**config.mk**
```make
export PLATFORM = sky130hd
export DESIGN_NAME = alu_scheduler
export DESIGN_NICKNAME = d
export VERILOG_FILES = /design/src/rtl/alu_pkg.sv /design/src/rtl/alu.sv /design/src/rtl/alu_scheduler.sv
export SDC_FILE = /design/constraint.sdc
export NUM_CORES = 1
export LEC_CHECK = 0
export BUFFER_PORTS_ARGS = -buffer_cell sky130_fd_sc_hd__buf_2
export CORE_MARGIN = 2
export CORE_UTILIZATION = 60
export DETAILED_ROUTE_END_ITERATION = 10
export HOLD_SLACK_MARGIN = 0.06
export PLACE_DENSITY_LB_ADDON = 0.2
export SYNTH_ARGS = -nofsm -noshare
export SYNTH_HDL_FRONTEND = slang
export SYNTH_SLANG_ARGS = --single-unit
```
**constraint.sdc**
```tcl
create_clock -name clk -period 9.1 [get_ports clk]
set_input_delay 1.365 -clock clk [delete_from_list [all_inputs] [get_ports clk]]
set_output_delay 1.365 -clock clk [all_outputs]
set_load 0.01 [all_outputs]
```
**src/rtl/alu_pkg.sv**
```systemverilog
// Shared ALU definitions: opcode constants and the scheduler FSM state type.
package alu_pkg;

    localparam logic [3:0] ALU_AND = 4'b0000;
    localparam logic [3:0] ALU_OR  = 4'b0001;
    localparam logic [3:0] ALU_ADD = 4'b0010;
    localparam logic [3:0] ALU_SUB = 4'b0011;
    localparam logic [3:0] ALU_SLT = 4'b0111;
    localparam logic [3:0] ALU_XOR = 4'b1101;
    localparam logic [3:0] ALU_SRL = 4'b1000;
    localparam logic [3:0] ALU_SLL = 4'b1001;
    localparam logic [3:0] ALU_SRA = 4'b1010;

    typedef enum logic [1:0] {
        IDLE,
        EXEC,
        RESP
    } sched_state_t;

endpackage

```
**src/rtl/alu.sv**
```systemverilog
// Shared combinational ALU; any opcode not listed behaves as ADD.
module alu
    import alu_pkg::*;
#(
    parameter int WIDTH = 32
) (
    input  logic [3:0]       alu_op,
    input  logic [WIDTH-1:0] op1,
    input  logic [WIDTH-1:0] op2,
    output logic [WIDTH-1:0] result
);

    localparam int SH_W = $clog2(WIDTH);

    logic [SH_W-1:0] shamt;
    logic            less;

    assign shamt = op2[SH_W-1:0];
    assign less  = $signed(op1) < $signed(op2);

    always_comb begin
        result = op1 + op2;
        case (alu_op)
            ALU_AND: result = op1 & op2;
            ALU_OR:  result = op1 | op2;
            ALU_ADD: result = op1 + op2;
            ALU_SUB: result = op1 - op2;
            ALU_SLT: result = {{(WIDTH-1){1'b0}}, less};
            ALU_XOR: result = op1 ^ op2;
            ALU_SRL: result = op1 >> shamt;
            ALU_SLL: result = op1 << shamt;
            ALU_SRA: result = $signed(op1) >>> shamt;
            default: result = op1 + op2;
        endcase
    end

endmodule

```
**src/rtl/alu_scheduler.sv**
```systemverilog
// Round-robin arbiter sharing one ALU between two requesters, IDLE/EXEC/RESP sequencing.
// Define ALU_SCHED_STATS_EN to compile in the per-requester grant counters.
module alu_scheduler
    import alu_pkg::*;
#(
    parameter int WIDTH = 32,
    parameter int CNT_W = 16
) (
    input  logic                  clk,
    input  logic                  rst,
    input  logic [1:0]            req_valid,
    input  logic [1:0][WIDTH-1:0] req_op1,
    input  logic [1:0][WIDTH-1:0] req_op2,
    input  logic [1:0][3:0]       req_alu_op,
    output logic [1:0]            req_ready,
    output logic                  rsp_valid,
    output logic                  rsp_id,
    output logic [WIDTH-1:0]      rsp_result,
    input  logic                  rsp_ready,
    output logic [CNT_W-1:0]      grant_cnt0,
    output logic [CNT_W-1:0]      grant_cnt1
);

    sched_state_t     state, state_next;
    logic             rr_ptr;
    logic             grant;
    logic             grant_id;
    logic [WIDTH-1:0] op1_q, op2_q;
    logic [3:0]       op_q;
    logic             id_q;
    logic [WIDTH-1:0] alu_result;

    always_ff @(posedge clk) begin
        if (rst) state <= IDLE;
        else     state <= state_next;
    end

    // Grants are only possible in IDLE, so completion and acceptance never share a cycle.
    always_comb begin
        state_next = state;
        req_ready  = 2'b00;
        grant      = 1'b0;
        grant_id   = 1'b0;
        case (state)
            IDLE: begin
                if (req_valid != 2'b00) begin
                    grant               = 1'b1;
                    grant_id            = (req_valid == 2'b11) ? rr_ptr : req_valid[1];
                    req_ready[grant_id] = 1'b1;
                    state_next          = EXEC;
                end
            end
            EXEC:    state_next = RESP;
            RESP:    if (rsp_ready) state_next = IDLE;
            default: state_next = IDLE;
        endcase
    end

    always_ff @(posedge clk) begin
        if (rst) begin
            rr_ptr     <= 1'b0;
            op1_q      <= '0;
            op2_q      <= '0;
            op_q       <= '0;
            id_q       <= 1'b0;
            rsp_result <= '0;
        end else begin
            if (grant) begin
                op1_q  <= req_op1[grant_id];
                op2_q  <= req_op2[grant_id];
                op_q   <= req_alu_op[grant_id];
                id_q   <= grant_id;
                rr_ptr <= ~grant_id;
            end
            if (state == EXEC) rsp_result <= alu_result;
        end
    end

    alu #(.WIDTH(WIDTH)) u_alu (
        .alu_op (op_q),
        .op1    (op1_q),
        .op2    (op2_q),
        .result (alu_result)
    );

    assign rsp_valid = (state == RESP);
    assign rsp_id    = id_q;

`ifdef ALU_SCHED_STATS_EN
    always_ff @(posedge clk) begin
        if (rst) begin
            grant_cnt0 <= '0;
            grant_cnt1 <= '0;
        end else if (grant) begin
            if (grant_id) grant_cnt1 <= grant_cnt1 + CNT_W'(1);
            else          grant_cnt0 <= grant_cnt0 + CNT_W'(1);
        end
    end
`else
    assign grant_cnt0 = '0;
    assign grant_cnt1 = '0;
`endif

endmodule

```
==> summary.md <==
| Metric | Value |
|---|---|
| Buffer count from post-CTS setup fixing | 0 |
| Internal power contribution | between 1 and 1.5 mW |
| Non-filler cells, final | 2120 |
| Pins over their slew limit | 0 |
| Clock tree buffer depth | 2 |
| Post-synth EDFFs | 0 |
| Setup repair after global routing missed its margin | no |
| Number of cells in the design after placement | 2104 |
| Required time of the critical path | 9.37 ns |
| H-tree depth reported by CTS | 3 |
| Switching component of the power | ~1.1 mW |
| Clock tree from TritonCTS | done |
| Antenna-violating nets left | 0 |
| Die area | about 24000 µm² |
| Top post-synthesis cells by count | sky130_fd_sc_hd__nor2_1 (187), sky130_fd_sc_hd__nand2_1 (149), sky130_fd_sc_hd__a21oi_1 (130) |
| Yosys warning count | 0 |
| Standard cell with the maximum stage delay on the critical path | sky130_fd_sc_hd__a2111oi_2 |
| Total inserted antenna cells | 0 |
| Largest net degree at the start of global routing | 86 |
| Kind of cell with the highest combined delay on the critical path | compound AO/OA/AOI/OAI gates |
| Number of instances in the synthesized netlist | between 1500 and 2000 |
| Share of flip-flops with an asynchronous set or reset | 0% |
| Share of layout cells above drive strength 1 | around 18% |
| Antenna violations before repair | 0 |
| Tightest Hold Check Type | flop to flop |
| Result of the run | finished clean |
| Startpoint type of the worst setup path | flop |
| DP HPWL | roughly 42000 µm |
| Boundary Pins | between 200 and 250 |
| Later-pin clock latency in the skew report | 0.37 ns |
| Number of buffers added to fix hold violations after cts | 0 |
| Count of cells resized by post-cts repair | 0 |
| Number of search-and-repair iterations in the first detailed-routing pass | 7 |
| List of cells traversed by the critical path | buf_4, inv_2, ha_1, or4_4, a211oi_4, o21ai_1, a2111oi_2, o31ai_1, a311o_1, o21a_1 |
| Worst clock skew on the final layout | 0.0123 ns |
| Wire length of the first global-routing pass | 86600 µm |
| Total of flip-flops plus latches after synthesis | around 100 |
| Leading cell types by total area after synthesis | sky130_fd_sc_hd__dfxtp_1 (15%), sky130_fd_sc_hd__ha_1 (9.0%), sky130_fd_sc_hd__mux4_2 (6.7%) |
| Cell count of the worst reg-to-reg path | 10 |
| Number of endpoints failing setup at the final stage | 0 |
| Drt wl/cell | about 27 µm |
| Number of global-route vias before repair | between 10000 and 15000 |
| Fmax | ~230 MHz |
| Final worst-path cycle share | a little under 50% |
| Data arrival, critical path | about 4.7 ns |
| Yosys top cell area share | between 15 and 20% |
| Final hold vios | 0 |
| TritonCTS Sinks | about 100 |
| GR Overflow Total | 0 |
| CTS Root Buffer Type | sky130_fd_sc_hd__clkbuf_16 |
| Actual transition at the worst max-transition pin | ~1.1 ns |
| Routability Congestion | 1.08 |
| Buffers and inverters on the worst path | 2 |
| Largest area contributor in the netlist | sky130_fd_sc_hd__dfxtp_1 |
| Sequential fraction of the synthesis area | between 15 and 20% |
| Wirelength, routed | 57700 µm |
| Comb pwr share | 54.4% |
| Prevailing post-synth register cell | sky130_fd_sc_hd__dfxtp_1 |
| Worst stage delay on the critical path | around 0.67 ns |
| Final Net Count | between 2000 and 2500 |
| Number of logic stages on the critical path including buffering | 10 |
| Final-layout setup total negative slack | 0 ns |
| Final worst path period need | 4.38 ns |
| Kind of end point of the critical path | flop |
| Mean cell area of the mapped netlist | between 7 and 8 µm² |
| Pwr dens | around 160 nW/µm² |
| Total of buffers placed on input and output ports | 176 |
| Die span in x | roughly 150 µm |
| Vertical extent of the die | approximately 150 µm |
| Synth cell types | about 90 |
| Summed instance area of the synthesized netlist | 13400 µm² |
| Worst Hold Depth | 2 |
| Lkg Pwr | roughly 5.7 nW |
| Count of vias placed by the detailed router | approximately 16000 |
| Average via count per standard cell | 7.40 |
| Portion of total power attributed to sequential cells | a little over a quarter |
| Dominant cell by count in the synthesized netlist | sky130_fd_sc_hd__nor2_1 |
| Remaining routing DRC violations | 0 |
| Peak fanout along the critical path | 58 |
| Number of maximum-capacitance constraint violations | 0 |
| Area overhead of the layout relative to synthesis | 7.51% |
| Part of the power in the clock network | between 10% and 20% |
| Clock-pin slew on the worst setup and hold paths | approximately 0.090 ns |
| Number of buffers added by the clock tree synthesis step | 9 |
| All-layer global routing usage | a little under half |
| FP Rows | 54 |
| Core region area | between 20000 and 25000 µm² |
| Slew HR | around 26% |
| Startpoint-to-endpoint class of the critical path | flop to flop |
| Maximum resistive drop on vdd | around 0.00014 V |
| Starting density of the core | between 60% and 70% |
| Switching part of the total | between 40% and 50% |
| Iteration-0 DRC Markers | 2787 |
## cells by family (layout without fill, tap and decap cells)
family                     Yosys count  count (layout)  share of synthesized area (%)
and+or+nand+nor                    530             530                           18.3
other                                1              32                         0.0279
DFF                                104             104                           15.5
buffers and inverters              300             325                           9.86
adders and majority gates           99              99                           9.33
AOI/OAI and AO/OA                  592             592                           31.4
muxes                              144             144                           14.7
xor gates and xnor gates            14              14                          0.913
## sequential cells by signal, indices dropped and copies added (netlist names)
register and cells:
op1_q 32, op_q 4, state 2, rsp_id 1, op2_q 32, rr_ptr 1, rsp_result 32
## final timing paths
check / slack (ns) / start / to
setup reg to reg: 4.72 / op2_q[3]$_SDFFE_PP0P_ / rsp_result[30]$_SDFFE_PP0N_
hold reg to reg: 0.47 / rsp_result[1]$_SDFFE_PP0N_ / rsp_result[1]$_SDFFE_PP0N_
setup / recovery: 4.72 / op2_q[3]$_SDFFE_PP0P_ / rsp_result[30]$_SDFFE_PP0N_
hold / removal: 0.47 / rsp_result[1]$_SDFFE_PP0N_ / rsp_result[1]$_SDFFE_PP0N_
## through the flow
stage | power (mW) | hold slack, ns | setup WS (ns) | area [µm²] | utilization [%]
after floorplan | 1.43 | 0.449 | 4.95 | 13600 | -
after global placement | 1.77 | 0.448 | 4.98 | 14100 | 64.6
after detailed placement | 1.79 | 0.448 | 4.92 | 14100 | 64.6
after CTS | 2.23 | 0.466 | 4.91 | 14400 | 66.0
after global routing | 2.38 | 0.505 | 4.62 | 14400 | 66.0
final | 2.29 | 0.467 | 4.72 | 14400 | 66.0
## layout make-up
class                           count  area (µm²)
Multi-Input combinational cell   1411       10200
Fill cell                        1943        7440
Sequential cell                   104        2090
Timing Repair Buffer              209        1130
Inverter                          100         375
Tap cell                          280         350
Clock buffer                       10         250
Clock inverter                      6        65.1
## routing by layer
layer	part of all wire (%)	up-vias	track usage [%]
li1	-	6748	-
met1	37	7254	61.0
met2	43	1414	71.6
met3	14	267	11.8
met4	6.6	0	24.8
met5	0	-	0
## layout by cell type (no fill, tap or decap), drive strengths merged, types with 11 or more instances in the layout
cell type and n:
a211oi 26, a21o 24, a21oi 130, a221oi 19
a222oi 39, a22oi 17, a311oi 20, a31oi 23
buf 209, conb 32, dfxtp 104, ha 97
inv 104, mux2 28, mux2i 76, mux4 40
nand2 149, nand2b 13, nand3 37, nor2 187
nor2b 13, nor3 35, nor4 23, o211ai 24
o21a 18, o21ai 93, o221ai 34, o22ai 21
or3 12, xnor2 11
## worst register-to-register path: stages, from the launching register on
cell and delay (ns):
sky130_fd_sc_hd__dfxtp_2 0.34, sky130_fd_sc_hd__buf_4 0.49, sky130_fd_sc_hd__inv_2 0.49, sky130_fd_sc_hd__ha_1 0.58, sky130_fd_sc_hd__or4_4 0.56, sky130_fd_sc_hd__a211oi_4 0.33
sky130_fd_sc_hd__o21ai_1 0.22, sky130_fd_sc_hd__a2111oi_2 0.67, sky130_fd_sc_hd__o31ai_1 0.19, sky130_fd_sc_hd__a311o_1 0.30, sky130_fd_sc_hd__o21a_1 0.11
## power groups by stage
stage          Sequential, mW  Combinational, mW  Clock (mW)
2_1_floorplan           0.559              0.870           0
3_3_place_gp            0.601               1.17           0
3_5_place_dp            0.605               1.19           0
4_1_cts                 0.594               1.19       0.443
5_1_grt                 0.605               1.32       0.458
6_report                0.603               1.25       0.444
Power figures use the tool's default switching activity.
